### config.mk
export PLATFORM = sky130hd
export DESIGN_NAME = gorev_zamanlayici
export DESIGN_NICKNAME = d
export VERILOG_FILES = /design/src/rtl/gorev_zamanlayici.sv
export SDC_FILE = /design/constraint.sdc
export NUM_CORES = 1
export LEC_CHECK = 0
export ABC_AREA = 1
export ABC_CLOCK_PERIOD_IN_PS = 12100
export CAP_MARGIN = 10
export CORE_ASPECT_RATIO = 1.5
export CORE_MARGIN = 4
export CORE_UTILIZATION = 50
export DETAILED_ROUTE_END_ITERATION = 6
export HOLD_SLACK_MARGIN = 0.06
export PLACE_DENSITY = 0.91
export SYNTH_ARGS = -nofsm -noshare
export SYNTH_HDL_FRONTEND = slang
export SYNTH_SLANG_ARGS = --single-unit
### constraint.sdc
create_clock -name clk_i -period 12.1 [get_ports clk_i]
set_input_delay 3.63 -clock clk_i [delete_from_list [all_inputs] [get_ports clk_i]]
set_output_delay 3.63 -clock clk_i [all_outputs]
set_load 0.03 [all_outputs]
### src/rtl/gorev_zamanlayici.sv
// ---------------------------------------------------------------------------
// gorev_zamanlayici
//
// Task scheduler for the image-processing task engines. A start command
// latches which engines take part, enables them, and shares one synchronous
// 8-bit pixel-memory read port between them with a round-robin arbiter. Each
// engine's done flag is collected. One completion pulse is given when every
// selected engine has finished. A watchdog stops the run if it lasts too long.
//
// Ports
//   clk_i           in   clock, rising edge
//   rst_i           in   synchronous reset, active-high; aborts any run at once
//   basla_i         in   start pulse, only looked at while idle
//   gorev_maske_i   in   engines to run, latched on start (all-zero = no start)
//   istek_i         in   per-engine read request
//   adres_i         in   per-engine read address, engine k in slice k
//   islem_bitti_i   in   per-engine done (level or pulse)
//   bellek_adres_o  out  address to the pixel memory (holds when idle)
//   bellek_oku_o    out  memory read strobe
//   bellek_veri_i   in   memory data, valid one cycle after the strobe
//   en_o            out  per-engine enable
//   izin_o          out  one-hot grant, one cycle
//   veri_o          out  returned pixel
//   veri_gecerli_o  out  one-hot data valid, names the owner of veri_o
//   mesgul_o        out  high while a run is active or finishing
//   islem_bitti_o   out  one-cycle pulse when the run is over
//   hata_o          out  sticky watchdog error, cleared by reset or next start
//   durum           out  current FSM state, for observation only
//
// Request/grant handshake: an engine raises istek_i[k] with its address on
// adres_i slice k and keeps both steady until it sees izin_o[k]. The grant
// cycle is the transfer cycle: the request is consumed at that clock edge and
// the engine may drop or change the request in the next cycle. The data for
// that grant comes back on veri_o two cycles later, tagged by
// veri_gecerli_o[k]. There is no back-pressure on the returned data.
// ---------------------------------------------------------------------------
module gorev_zamanlayici #(
    parameter int N_GOREV     = 4,
    parameter int ADR_W       = 17,
    parameter int VERI_W      = 8,
    parameter int ZAMAN_ASIMI = 2000000
) (
    input  logic                       clk_i,
    input  logic                       rst_i,
    input  logic                       basla_i,
    input  logic [N_GOREV-1:0]         gorev_maske_i,
    input  logic [N_GOREV-1:0]         istek_i,
    input  logic [N_GOREV*ADR_W-1:0]   adres_i,
    input  logic [N_GOREV-1:0]         islem_bitti_i,
    output logic [ADR_W-1:0]           bellek_adres_o,
    output logic                       bellek_oku_o,
    input  logic [VERI_W-1:0]          bellek_veri_i,
    output logic [N_GOREV-1:0]         en_o,
    output logic [N_GOREV-1:0]         izin_o,
    output logic [VERI_W-1:0]          veri_o,
    output logic [N_GOREV-1:0]         veri_gecerli_o,
    output logic                       mesgul_o,
    output logic                       islem_bitti_o,
    output logic                       hata_o,
    output logic [1:0]                 durum
);

    localparam int PTR_W   = (N_GOREV > 1) ? $clog2(N_GOREV) : 1;
    localparam int SAYAC_W = (ZAMAN_ASIMI > 1) ? $clog2(ZAMAN_ASIMI) : 1;
    localparam logic [SAYAC_W-1:0] SAYAC_SON = SAYAC_W'(ZAMAN_ASIMI - 1);

    typedef enum logic [1:0] {
        BOSTA    = 2'd0,
        CALISTIR = 2'd1,
        BITTI    = 2'd2
    } durum_t;

    // ------------------------------------------------------------------
    // Registered state
    // ------------------------------------------------------------------
    durum_t               durum_r;
    logic [N_GOREV-1:0]   mask_r;     // engines taking part in this run
    logic [N_GOREV-1:0]   bitti_r;    // sticky per-engine done
    logic [PTR_W-1:0]     ptr_r;      // index that has top priority next
    logic [ADR_W-1:0]     adres_r;    // last granted address, held when idle
    logic [N_GOREV-1:0]   sira_r;     // owner of the read in flight (stage 1)
    logic [VERI_W-1:0]    veri_r;     // returned pixel (stage 2)
    logic [N_GOREV-1:0]   gecerli_r;  // owner of veri_r (stage 2)
    logic                 hata_r;
    logic [SAYAC_W-1:0]   sayac_r;    // cycles spent in CALISTIR

    // ------------------------------------------------------------------
    // Combinational decode
    // ------------------------------------------------------------------
    logic [N_GOREV-1:0]   en_c;
    logic [N_GOREV-1:0]   uygun;
    logic                 kazanan_var;
    logic [PTR_W-1:0]     kazanan;
    logic [PTR_W-1:0]     aday;
    logic [N_GOREV-1:0]   izin_c;
    logic [ADR_W-1:0]     adres_sec;
    logic [N_GOREV-1:0]   bitti_sonraki;
    logic                 tamam;
    logic                 hat_bos;

    // Enables follow the registered done bits, so an engine that requests
    // and reports done in the same cycle still gets its grant that cycle.
    always_comb begin
        en_c = '0;
        if (durum_r == CALISTIR && !rst_i) begin
            en_c = mask_r & ~bitti_r;
        end
    end

    // Round-robin search starting at ptr_r, wrapping N_GOREV-1 -> 0.
    // ptr_r always points one past the last winner.
    always_comb begin
        uygun       = istek_i & en_c;
        kazanan_var = 1'b0;
        kazanan     = '0;
        aday        = '0;
        for (int i = 0; i < N_GOREV; i++) begin
            aday = PTR_W'((int'(ptr_r) + i) % N_GOREV);
            if (!kazanan_var && uygun[aday]) begin
                kazanan_var = 1'b1;
                kazanan     = aday;
            end
        end
    end

    always_comb begin
        izin_c    = '0;
        adres_sec = '0;
        for (int k = 0; k < N_GOREV; k++) begin
            if (kazanan_var && kazanan == PTR_W'(k)) begin
                izin_c[k] = 1'b1;
                adres_sec = adres_i[k*ADR_W +: ADR_W];
            end
        end
    end

    // Done inputs of engines outside the mask are dropped here.
    always_comb begin
        bitti_sonraki = bitti_r | (islem_bitti_i & mask_r);
        tamam         = (bitti_sonraki == mask_r);
        // Empty means no read waiting for memory and no pixel being handed out.
        hat_bos       = (sira_r == '0) && (gecerli_r == '0);
    end

    // ------------------------------------------------------------------
    // Sequential logic: FSM, arbiter pointer, read pipeline, watchdog
    // ------------------------------------------------------------------
    always_ff @(posedge clk_i) begin
        if (rst_i) begin
            durum_r   <= BOSTA;
            mask_r    <= '0;
            bitti_r   <= '0;
            ptr_r     <= '0;
            adres_r   <= '0;
            sira_r    <= '0;
            veri_r    <= '0;
            gecerli_r <= '0;
            hata_r    <= 1'b0;
            sayac_r   <= '0;
        end else begin
            // Two-stage read pipeline: the memory answers one cycle after
            // the strobe, the pixel is registered on the next edge.
            sira_r    <= izin_c;
            gecerli_r <= sira_r;
            if (sira_r != '0) begin
                veri_r <= bellek_veri_i;
            end

            if (kazanan_var) begin
                adres_r <= adres_sec;
                ptr_r   <= PTR_W'((int'(kazanan) + 1) % N_GOREV);
            end

            case (durum_r)
                BOSTA: begin
                    if (basla_i && gorev_maske_i != '0) begin
                        mask_r  <= gorev_maske_i;
                        bitti_r <= '0;
                        sayac_r <= '0;
                        hata_r  <= 1'b0;
                        durum_r <= CALISTIR;
                    end
                end

                CALISTIR: begin
                    bitti_r <= bitti_sonraki;
                    if (tamam) begin
                        durum_r <= BITTI;
                    end else if (sayac_r == SAYAC_SON) begin
                        // Watchdog expiry: finish the run with the error
                        // flag set so the completion pulse still comes out.
                        hata_r  <= 1'b1;
                        durum_r <= BITTI;
                    end else begin
                        sayac_r <= sayac_r + 1'b1;
                    end
                end

                BITTI: begin
                    if (hat_bos) begin
                        durum_r <= BOSTA;
                    end
                end

                default: begin
                    durum_r <= BOSTA;
                end
            endcase
        end
    end

    // ------------------------------------------------------------------
    // Outputs
    // ------------------------------------------------------------------
    always_comb begin
        en_o           = en_c;
        izin_o         = izin_c;
        bellek_oku_o   = kazanan_var;
        bellek_adres_o = kazanan_var ? adres_sec : adres_r;
        veri_o         = veri_r;
        veri_gecerli_o = gecerli_r;
        mesgul_o       = (durum_r != BOSTA);
        islem_bitti_o  = (durum_r == BITTI) && hat_bos && !rst_i;
        hata_o         = hata_r;
        durum          = durum_r;
    end

endmodule

### After elaboration in Yosys (flattened, before gate mapping)

Index checks and enable logic that the tools add are counted.

* add/sub/neg operators: 5
* order comparisons: 4
* equality and inequality tests: 13
* mux-type cells: 41
* bitwise logic cells: 5
* reductions and logical operators: 29

Operators by type and width (count)
* $mux 17: 5
* $mux 21: 3
* $pmux 21 s2: 1
* $add 21x1->21 const B: 1
* $eq 21x21->1 const B: 1
* $mux 2: 8
* $mux 1: 15
* $and 4x4->4: 3
* $logic_and 1x1->1: 12
* $lt 2x3->1 const B: 4
* $bmux 1 s2: 4
* $logic_not 4->1: 2
* $mux 4: 2
* $ne 2x2->1 const B: 4
* $pmux 4 s2: 1
* $reduce_and 4->1: 2
* $reduce_bool 4->1: 2
* $eq 2x2->1 const B: 3
* $pmux 2 s3: 1
* $add 2x1->2 const B: 2
* $add 2x2->2 const B: 2
* $eq 2x1->1 const B: 2
* $eq 4x4->1: 1
* $logic_not 1->1: 4
* other kinds (9): 12

* register bits: 67
* input bits: 91
* output and inout bits: 43
* word-level logic and storage cells: 107

### Logic depth before layout (Yosys ltp)

Gate-level depths: netlist of run 1.

* word-level depth: 23
* depth in mapped cells: 22
* depth with buffers taken out: 20

### Least setup slack after synthesis of run 1

OpenSTA, ideal clock, no wires.

* kind: input -> output
* start point: input port rst_i
* end point: output port bellek_adres_o[6]
* arrival time: 6159 ps
* data required time: 8470 ps
* path slack: 2311 ps
* stages on the path: 21
* path buffers: 6
* cells stage by stage: buf_2 nor2_4 buf_6 nand4_1 nand3_1 nand2_2 nand4_4 buf_8 inv_2 buf_2 nor2_1 ha_1 clkbuf_1 clkbuf_1 nor2_1 nand3_1 nand2_1 nand2_1 nand2_1 nand2_1 nand2_1

* word-level cells in the longest chain between the ends: 23
* elaborated cells on any way between the ends: 39
* those cells by class: eq/ne: 3; mux: 22; bitwise: 1; reduce/logical: 13

RTL lines
* start, declared: line 44 `input logic rst_i,`
* $logic_not 1->1 (*): line 105 `if (durum_r == CALISTIR && !rst_i) begin`
* $logic_and 1x1->1 (*): line 105
* $mux 4 (*): line 105
* $and 4x4->4 (*): line 113 `uygun = istek_i & en_c;`
* $bmux 1 s2: line 119 `if (!kazanan_var && uygun[aday]) begin`
* $mux 1 (implied by the code): line 119
* $mux 1: line 119
* $logic_not 1->1: line 119
* (+4 left out)
* $mux 1: line 119
* $logic_not 1->1: line 119
* $logic_and 1x1->1: line 119
* $mux 2: line 119
* $logic_not 2->1: line 130 `if (kazanan_var && kazanan == PTR_W'(k)) begin`
* $logic_and 1x1->1: line 130
* $mux 17 (4 in a row): line 130
* $mux 17 (*)
* end, declared: line 50 `output logic [ADR_W-1:0] bellek_adres_o,`

Every way passes the cells marked *; elsewhere a longest branch is shown, timed or not. The select of a mux whose other input is x is not followed.

### Final worst setup path of run 1

* start point: input port istek_i[2]
* end point: output port bellek_adres_o[1]

* word-level cells in the longest chain between the ends: 20
* elaborated cells on any way between the ends: 36
* those cells by class: eq/ne: 3; mux: 21; bitwise: 1; reduce/logical: 11

RTL lines
* start, declared: line 47 `input logic [N_GOREV-1:0] istek_i,`
* $and 4x4->4 (*): line 113
* $bmux 1 s2: line 119
* $mux 1 (implied by the code): line 119
* $mux 1: line 119
* $logic_not 1->1: line 119
* $logic_and 1x1->1: line 119
* $mux 1: line 119
* $logic_not 1->1: line 119
* $logic_and 1x1->1: line 119
* $mux 1: line 119
* $logic_not 1->1: line 119
* $logic_and 1x1->1: line 119
* $mux 2: line 119
* $logic_not 2->1: line 130
* $logic_and 1x1->1: line 130
* $mux 17 (4 in a row): line 130
* $mux 17 (*)

Marks and branches as above.

==> results of run 1 <==
-- cell usage in the layout, fill, tap and decap left out, drive strengths merged, types with 3 or more instances in the layout --
master / instances
nand4: 29
o21ai: 24
nor2: 82
nand3b: 3
clkbuf: 11
ha: 5
xor2: 9
buf: 5
nor4: 6
nand2: 170
a21oi: 49
inv: 91
bufinv: 4
nand3: 63
clkdlybuf4s50: 132
dfxtp: 67
nor3: 16
-- cell type report --
cell class | count | area [um2]
clock buffers | 11 | 233
clock inverters | 5 | 125
fillers | 628 | 2260
inverters | 91 | 344
multi-input cells | 471 | 2360
flip-flops and latches | 67 | 1340
well taps | 105 | 131
repair buffers | 137 | 1350
-- cell families after synthesis --
family | count (synthesis) | share of synthesized area
fa+ha+maj | 5 | 0.0148
flops | 67 | 0.317
simple gates | 374 | 0.409
buf+inv | 121 | 0.125
xor+xnor | 11 | 0.0227
compound gates | 81 | 0.112
-- worst register-to-register path: cells and delay by family, from the launching register on --
| family | cells | cell delay (ns) |
|---|---|---|
| adder cells (fa/ha/maj) | 1 | 0.38 |
| AND/OR/NAND/NOR | 14 | 1.80 |
| flip-flops | 1 | 0.45 |
| buffers and inverters | 3 | 0.70 |
-- report_power, final --
group	switching [W]	leakage (nW)	internal (W)	total (W)
sequential	0.0000210	0.547	0.000263	0.000284
clock	0.0000966	0.174	0.000222	0.000318
combinational	0.000899	1.85	0.000482	0.00138
-- registers in the layout (all words and copies together), names as in the netlist --
name / flops
hata_o: 1
sayac_r: 21
bitti_r: 4
veri_gecerli_o: 4
mask_r: 4
sira_r: 4
durum: 2
veri_o: 8
adres_r: 17
ptr_r: 2
-- routing by layer --
metal / GRT usage / vias up / routed length [um]
met3: 0.0593 / 54 / 894
li1: - / 2366 / -
met5: 0 / - / 0
met2: 0.458 / 218 / 6620
met1: 0.254 / 2151 / 4690
met4: 0.160 / 0 / 641
-- path summary, 6_finish.rpt --
check	to	slack (ns)	depth (start not counted)
setup / recovery	bellek_adres_o[1]	1.03	18
hold / removal	veri_gecerli_o[0]	0.42	2
setup reg to reg	adres_r[1]	8.64	18
hold reg to reg	veri_gecerli_o[0]	0.42	2
-- through the flow --
step / util / worst slack, ns / cell area [um2]
final: 0.722 / 1.03 / 5890
after global placement: 0.678 / 1.30 / 5530
after detailed placement: 0.679 / 1.09 / 5540
after floorplan: - / 2.31 / 4240
after global routing: 0.722 / 0.712 / 5890
after CTS: 0.722 / 1.07 / 5890
==> results.md, run 1 <==
Power:
- The worst supply voltage drop on vdd is 0.000344 V.
- The standby leakage power is between 2 and 3 nW.
- The design draws approximately 0.0020 W.
- For this design the ratio of total power to cell area is between 300 and 400 nW/um2.

Floorplan:
- In this run the count of I/O pins placed on the die edge is 134.
- The number of cell rows is 40.
- The vertical die dimension is 121 um.
- The floorplan step defined a die boundary enclosing 10000 um2.
- The area of the core is 8160 um2.
- Measured along the x axis, the die boundary spans 83.2 um.
- For this configuration, the core starts out at a cell density of 0.519.

Place:
- During placement, the flow inserted port buffers numbering 133.
- The estimated wirelength of the detail-placed design is 9740 um.
- At the end of routability-driven placement, the weighted congestion stood at 0.932.
- The number of cells after detailed placement is 871.

Clocking:
- The clock passes through at most 2 buffers.
- The number of buffers added for setup after CTS is 0.
- In this run the number of H-tree levels came out at 3.
- The clock net sink count is 67.
- Once the clock tree was built, the resizer swapped 0 gates to a different size.
- The tree is rooted in a clkbuf_16.
- TritonCTS built the clock tree.
- Clock-pin slew was measured on the worst setup and hold paths at ~0.060 ns.
- For this design, the CTS-stage hold fixing added 0 buffers.
- The number of clock buffers inserted by TritonCTS is 9.
- The clock reaches the later pin of the worst-skew pair after 0.34 ns.

Synthesis:
- The most common cell in the synthesized netlist is nand2_1.
- The share of synthesized registers carrying an async set or reset is 0.
- The library cell with the largest summed area after synthesis is dfxtp_1.
- The Yosys step of the flow raised 0 warnings.
- Synthesis produced 659 cells.
- The share of synthesized area in the top cell type comes to 0.317.
- For this run, the leading register cell type out of synthesis is dfxtp_1.
- Yosys mapped a number of flops with a built-in enable equal to 0.
- The fraction of the yosys area taken by sequential cells is 0.317.
- Sorting the synthesized cells by how often they occur yields nand2_1, inv_1, nor2_1.
- After synthesis, the netlist uses just over 40 different library cells.
- The average cell area after synthesis is 6.43 um2.
- Counting every net in the synthesized netlist gives 755.
- Counting flops and latches in the post-synthesis netlist gives 67.
- In this run the cell area of the synthesized design comes to between 4000 and 5000 um2.
- After synthesis, the cell types taking the most area are dfxtp_1, nand2_1, inv_1.

Timing:
- Setup repair after global routing left no endpoint under its margin.
- For the finished layout, the period the worst path requires is 11.07 ns.
- The final-layout worst hold slack is about 0.42 ns.
- In the final timing run, aggregate negative setup slack is 0 ns.
- Setup violations remaining at the end of the flow were counted as 0.
- The maximum clock rate is around 90 MHz.
- The number of max-slew violations in the final report is 0.
- In this run the tightest slew margin relative to its limit is 0.503.
- The maximum clock skew at final layout is roughly 0.0058 ns.
- The portion of the clock cycle consumed by the worst path in the final layout is 0.915.
- The transition at the pin with the smallest max-transition slack is 0.739 ns.
- The hold violation total from the final report was 0.

Layout:
- From synthesis to final layout, the design area changed by 39.1%.
- The proportion of layout cells with a drive suffix above 1 is 0.0908.
- The number of inserted diodes is 0.
- The net count of the finished layout is approximately 870.
- The final instance count without filler cells is between 800 and 900.

Setup path:
- The highest net fanout along the worst path is 31.
- The data arrival time at the worst-slack endpoint is 7.44 ns.
- The family of cells with the greatest summed delay on the critical path is buffers and inverters.
- The delay of the slowest cell on the worst path is 0.66 ns.
- The kind of critical path is in -> out.
- STA classifies the critical path startpoint as an input pin.
- Walking the worst path, the cells encountered are clkdlybuf4s50_1 -> nand4_1 -> nand2_1 -> o21ai_2 -> nand4_4 -> inv_2 -> nor2_1 -> ha_1 -> buf_4 -> inv_1 -> nand2_1 -> nand3b_1 -> nand3_1 -> nand2_1 -> nand2_1 -> nand2_1 -> inv_1 -> clkdlybuf4s50_1.
- The critical path starts at istek_i[2].
- The number of buffers and inverters on the critical path is 6.
- For this design, the slowest cell found on the critical path is clkdlybuf4s50_1.
- Data on the critical path is required at its endpoint by 8.47 ns.
- The most common cell type on the critical path is nand2_1.
- In this run the critical register-to-register path is launched from durum[0].
- The worst setup path is captured at an output port.

Global routing:
- The number of antenna violations at the first check in global routing was 0.
- The number of global-route vias before repair was about 4800.
- For this run, the total global-route usage over all layers was measured as 0.251.
- Entering global routing, the biggest net connects 48 pins.
- Summed over all layers, the global routing overflow is 0.
- The wire length of the first global-routing pass is roughly 21000 um.

Routing:
- The wire length per cell is 14.5 um.
- The number of search-and-repair iterations in the first detailed-routing pass is 5.
- Using the TritonRoute via totals, the vias-per-cell ratio works out to 5.40.
- The number of DRC violations after detailed-routing iteration 0 is 245.
- The count of unresolved DRC violations after routing is 0.
- Once detail routing completed, the nets flagged for antenna violations numbered 0.
- Summed over all layers, the routed wires come to approximately 13000 um.
- The total via count after detailed routing is around 4800.

Job:
- The reported max-cap violation count is 0.

Status:
- The run finished with clean final reports.

Worst hold path:
- The hold path startpoint is sira_r[0].
- The type of the worst min-delay path is reg -> reg.
(Power assumes the default switching activity.)
==> run 2: changes to the inputs <==
--- a/config.mk
+++ b/config.mk
@@ -8,12 +8,13 @@
 export ABC_AREA = 1
 export ABC_CLOCK_PERIOD_IN_PS = 12100
 export CAP_MARGIN = 10
-export CORE_ASPECT_RATIO = 1.5
+export CORE_ASPECT_RATIO = 1.1
 export CORE_MARGIN = 4
 export CORE_UTILIZATION = 50
 export DETAILED_ROUTE_END_ITERATION = 6
+export DONT_BUFFER_PORTS = 1
 export HOLD_SLACK_MARGIN = 0.06
-export PLACE_DENSITY = 0.91
+export PLACE_DENSITY = 0.71
 export SYNTH_ARGS = -nofsm -noshare
 export SYNTH_HDL_FRONTEND = slang
 export SYNTH_SLANG_ARGS = --single-unit
==> run 2 against run 1 <==
  * Critical path depth is 2 lower
  * Fmax up 0.27%
  * Sequential power increased by 13%
  * Critical path type unchanged
  * Highest routed layer unchanged
==> results.md, run 2 (synthesized netlist as in run 1, its figures left out) <==
Status:
- Run status: finished, final reports clean (unchanged).

Power:
- The worst supply voltage drop on vdd is 0.000264 V (was 0.000344 V).
- The total chip power is 0.00158 W (was 0.00198 W).
- The fraction of power spent switching nets came to 0.598 (was 0.512).
- The internal power summed over all cells was 0.000635 W (was 0.000967 W).
- The part of the total power dissipated in the clock network was 0.133 (was 0.161).
- The net load switching power is 0.000945 W (was 0.00102 W).
- The combinational share of power is 0.664 (was 0.696).
- The cell area power density is 357 nW/um2 (was 337 nW/um2).
- The part of the total power dissipated in sequential elements came to 0.203 (was 0.143).
- The standby leakage power came to 1.99 nW (was 2.57 nW).

Global routing:
- The maximum number of pins on one net before global-route repair is 49 (was 48).
- The combined global-route utilization of all metal layers came to 0.218 (was 0.251).
- The wire length of the first global-routing pass is 17800 um (was 20700 um).
- The number of global-route vias before repair came to 3801 (was 4798).
- The number of antenna violations at the first check in global routing came to 0 (unchanged).
- The total global routing overflow is 0 (unchanged).

Layout:
- The flip-flop count of the largest register after layout was 21 (unchanged).
- The area added between synthesis and finish is 4.46% (was 39.1%).
- Leading cell types in the layout, fill and taps excluded: nand2_1, inv_1, nor2_1, dfxtp_1, nand3_1 (was nand2_1, clkdlybuf4s50_1, inv_1, nor2_1, dfxtp_1).
- The most common cell after layout, fill and taps aside is nand2_1 (unchanged).
- The number of fillers in the final layout was 799 (was 628).
- The area of all sequential standard cells is 1340 um2 (unchanged).
- The multi-input combinational cell area is 2360 um2 (unchanged).
- The number of inserted diodes was 0 (unchanged).
- The proportion of layout cells with a drive suffix above 1 was 0.108 (was 0.0908).
- The most flop-heavy register is sayac_r (unchanged).
- The final net count is 738 (was 873).

Setup path:
- The required time of the critical path is 8.47 ns (about the same).
- The startpoint class of the critical path is an input pin (unchanged).
- The highest net fanout along the worst path was 48 (was 31).
- The data arrival time at the worst-slack endpoint came to 7.41 ns (was 7.44 ns).
- The kind of critical path was in -> out (unchanged).
- The nature of the critical path endpoint is an output port (unchanged).

Timing:
- The accumulated negative setup slack came to 0 ns (unchanged).
- The number of max-slew violations in the final report is 0 (unchanged).
- The transition at the pin with the smallest max-transition slack is 0.948 ns (was 0.739 ns).
- The setup-violating endpoint count in the final report is 0 (unchanged).
- The remaining max-slew budget at the tightest pin is 0.363 (was 0.503).
- The clock period minus final worst setup slack was 11.04 ns (was 11.07 ns).
- The hold violation total from the final report is 0 (unchanged).
- The setup slack after layout is 1.06 ns (was 1.03 ns).
- The portion of the clock cycle consumed by the worst path in the final layout is 0.912 (was 0.915).
- The maximum clock rate is 90.6 MHz (was 90.3 MHz).
- Unrepaired setup endpoints after global routing: no (unchanged).
- The final-layout worst hold slack is 0.422 ns (was 0.419 ns).
- The maximum clock skew at final layout came to 0.0105 ns (was 0.00577 ns).

Floorplan:
- The vertical die dimension is 105 um (was 121 um).
- The die outline width is 95.8 um (was 83.2 um).
- The initial core utilization came to 0.524 (was 0.519).
- The number of cell rows came to 34 (was 40).
- The area of the core is 8080 um2 (was 8160 um2).
- The die outline area is 10000 um2 (about the same).
- The number of top-level pins came to 134 (unchanged).

Clocking:
- The number of clock buffers inserted by TritonCTS is 9 (unchanged).
- The number of gates resized after CTS was 0 (unchanged).
- The clock insertion delay at the later pin of the skew report is 0.35 ns (was 0.34 ns).
- The library cell used as clock root buffer is clkbuf_8 (was clkbuf_16).
- The clock tree from TritonCTS is done (unchanged).
- The cts-stage hold buffer count came to 0 (unchanged).
- The buffer levels on the longest clock path is 2 (unchanged).
- The clock net sink count is 67 (unchanged).
- The maximum level of the CTS H-tree was 3 (unchanged).
- The CTS clock-pin slew for the worst setup and hold paths came to 0.08 ns (was 0.06 ns).
- The number of buffers added for setup after CTS is 0 (unchanged).

Routing:
- The total wire length is 10700 um (was 12800 um).
- The number of DRC violations after detailed-routing iteration 0 is 340 (was 245).
- The total via count after detailed routing is 4058 (was 4789).
- The average via count per standard cell is 5.37 (was 5.40).
- The count of unresolved DRC violations after routing is 0 (unchanged).
- The number of nets still failing antenna checks after routing is 0 (unchanged).
- The number of search-and-repair iterations in the first detailed-routing pass was 4 (was 5).
- The wire length per cell is 14.1 um (was 14.5 um).

Place:
- The number of input and output port buffers inserted was 0 (was 133).
- The estimated wirelength of the detail-placed design is 8080 um (was 9740 um).
- The minimum setup slack after placement was 1.10 ns (was 1.09 ns).
- The final RePlAce weighted congestion is 0.896 (was 0.932).

Worst hold path:
- The type of the worst min-delay path is reg -> reg (unchanged).

Job:
- The reported max-cap violation count is 0 (unchanged).
run 2: cell count changes in the layout (fill, tap and decap cells not counted), sizes merged:
cell	delta
clkbuf	-1
clkinvlp	+2
buf	-3
clkdlybuf4s50	-132
clkinv	+1
bufinv	-2
run 2: worst paths after layout:
check	start	end	slack, ns	depth (start not counted)
worst min-delay path	sira_r[2]	veri_gecerli_o[2]	0.42	2
worst max-delay path	rst_i	bellek_adres_o[1]	1.06	16
worst min register to register	sira_r[2]	veri_gecerli_o[2]	0.42	2
worst max register to register	durum[0]	adres_r[1]	7.51	17
run 2: critical path: stages:
cell	delay [ns]
nor2_4	0.05
nand4_1	0.10
nand2_1	0.09
o21ai_2	0.23
nand4_4	0.65
inv_2	0.74
nor2_1	0.17
ha_1	0.55
inv_1	0.43
nand2_1	0.07
nand3b_1	0.16
nand3_1	0.10
nand2_1	0.06
nand2_1	0.05
nand2_1	0.06
inv_1	0.21
run 2: cell type report:
class,instances,share of cell area
Multi-Input combinational cell,471,0.534
Sequential cell,67,0.303
Inverter,91,0.0777
Clock buffer,10,0.0311
Tap cell,108,0.0305
Clock inverter,6,0.0201
Timing Repair Buffer,2,0.00339
run 2: layer usage:
layer | routed length [um] | global-route usage | vias up
met1 | 4530 | 0.263 | 1824
met5 | 0 | 0 | -
met2 | 5180 | 0.362 | 129
li1 | - | - | 2093
met4 | 127 | 0.0630 | 0
met3 | 810 | 0.0748 | 12
run 2: metrics by stage:
step / std cells / util / area (um2)
after global routing: 755 / 0.548 / 4430
final: 755 / 0.548 / 4430
after CTS: 755 / 0.548 / 4430
after floorplan: 659 / - / 4240
after detailed placement: 739 / 0.520 / 4200
after global placement: 739 / 0.520 / 4200
run 2: power groups by stage:
stage | logic [W] | registers, W | clock network, W
global route | 0.00116 | 0.000324 | 0.000225
floorplan | 0.000963 | 0.000316 | 0
finish | 0.00105 | 0.000320 | 0.000211
CTS | 0.00105 | 0.000320 | 0.000216
global placement | 0.00103 | 0.000325 | 0
detailed placement | 0.00105 | 0.000325 | 0
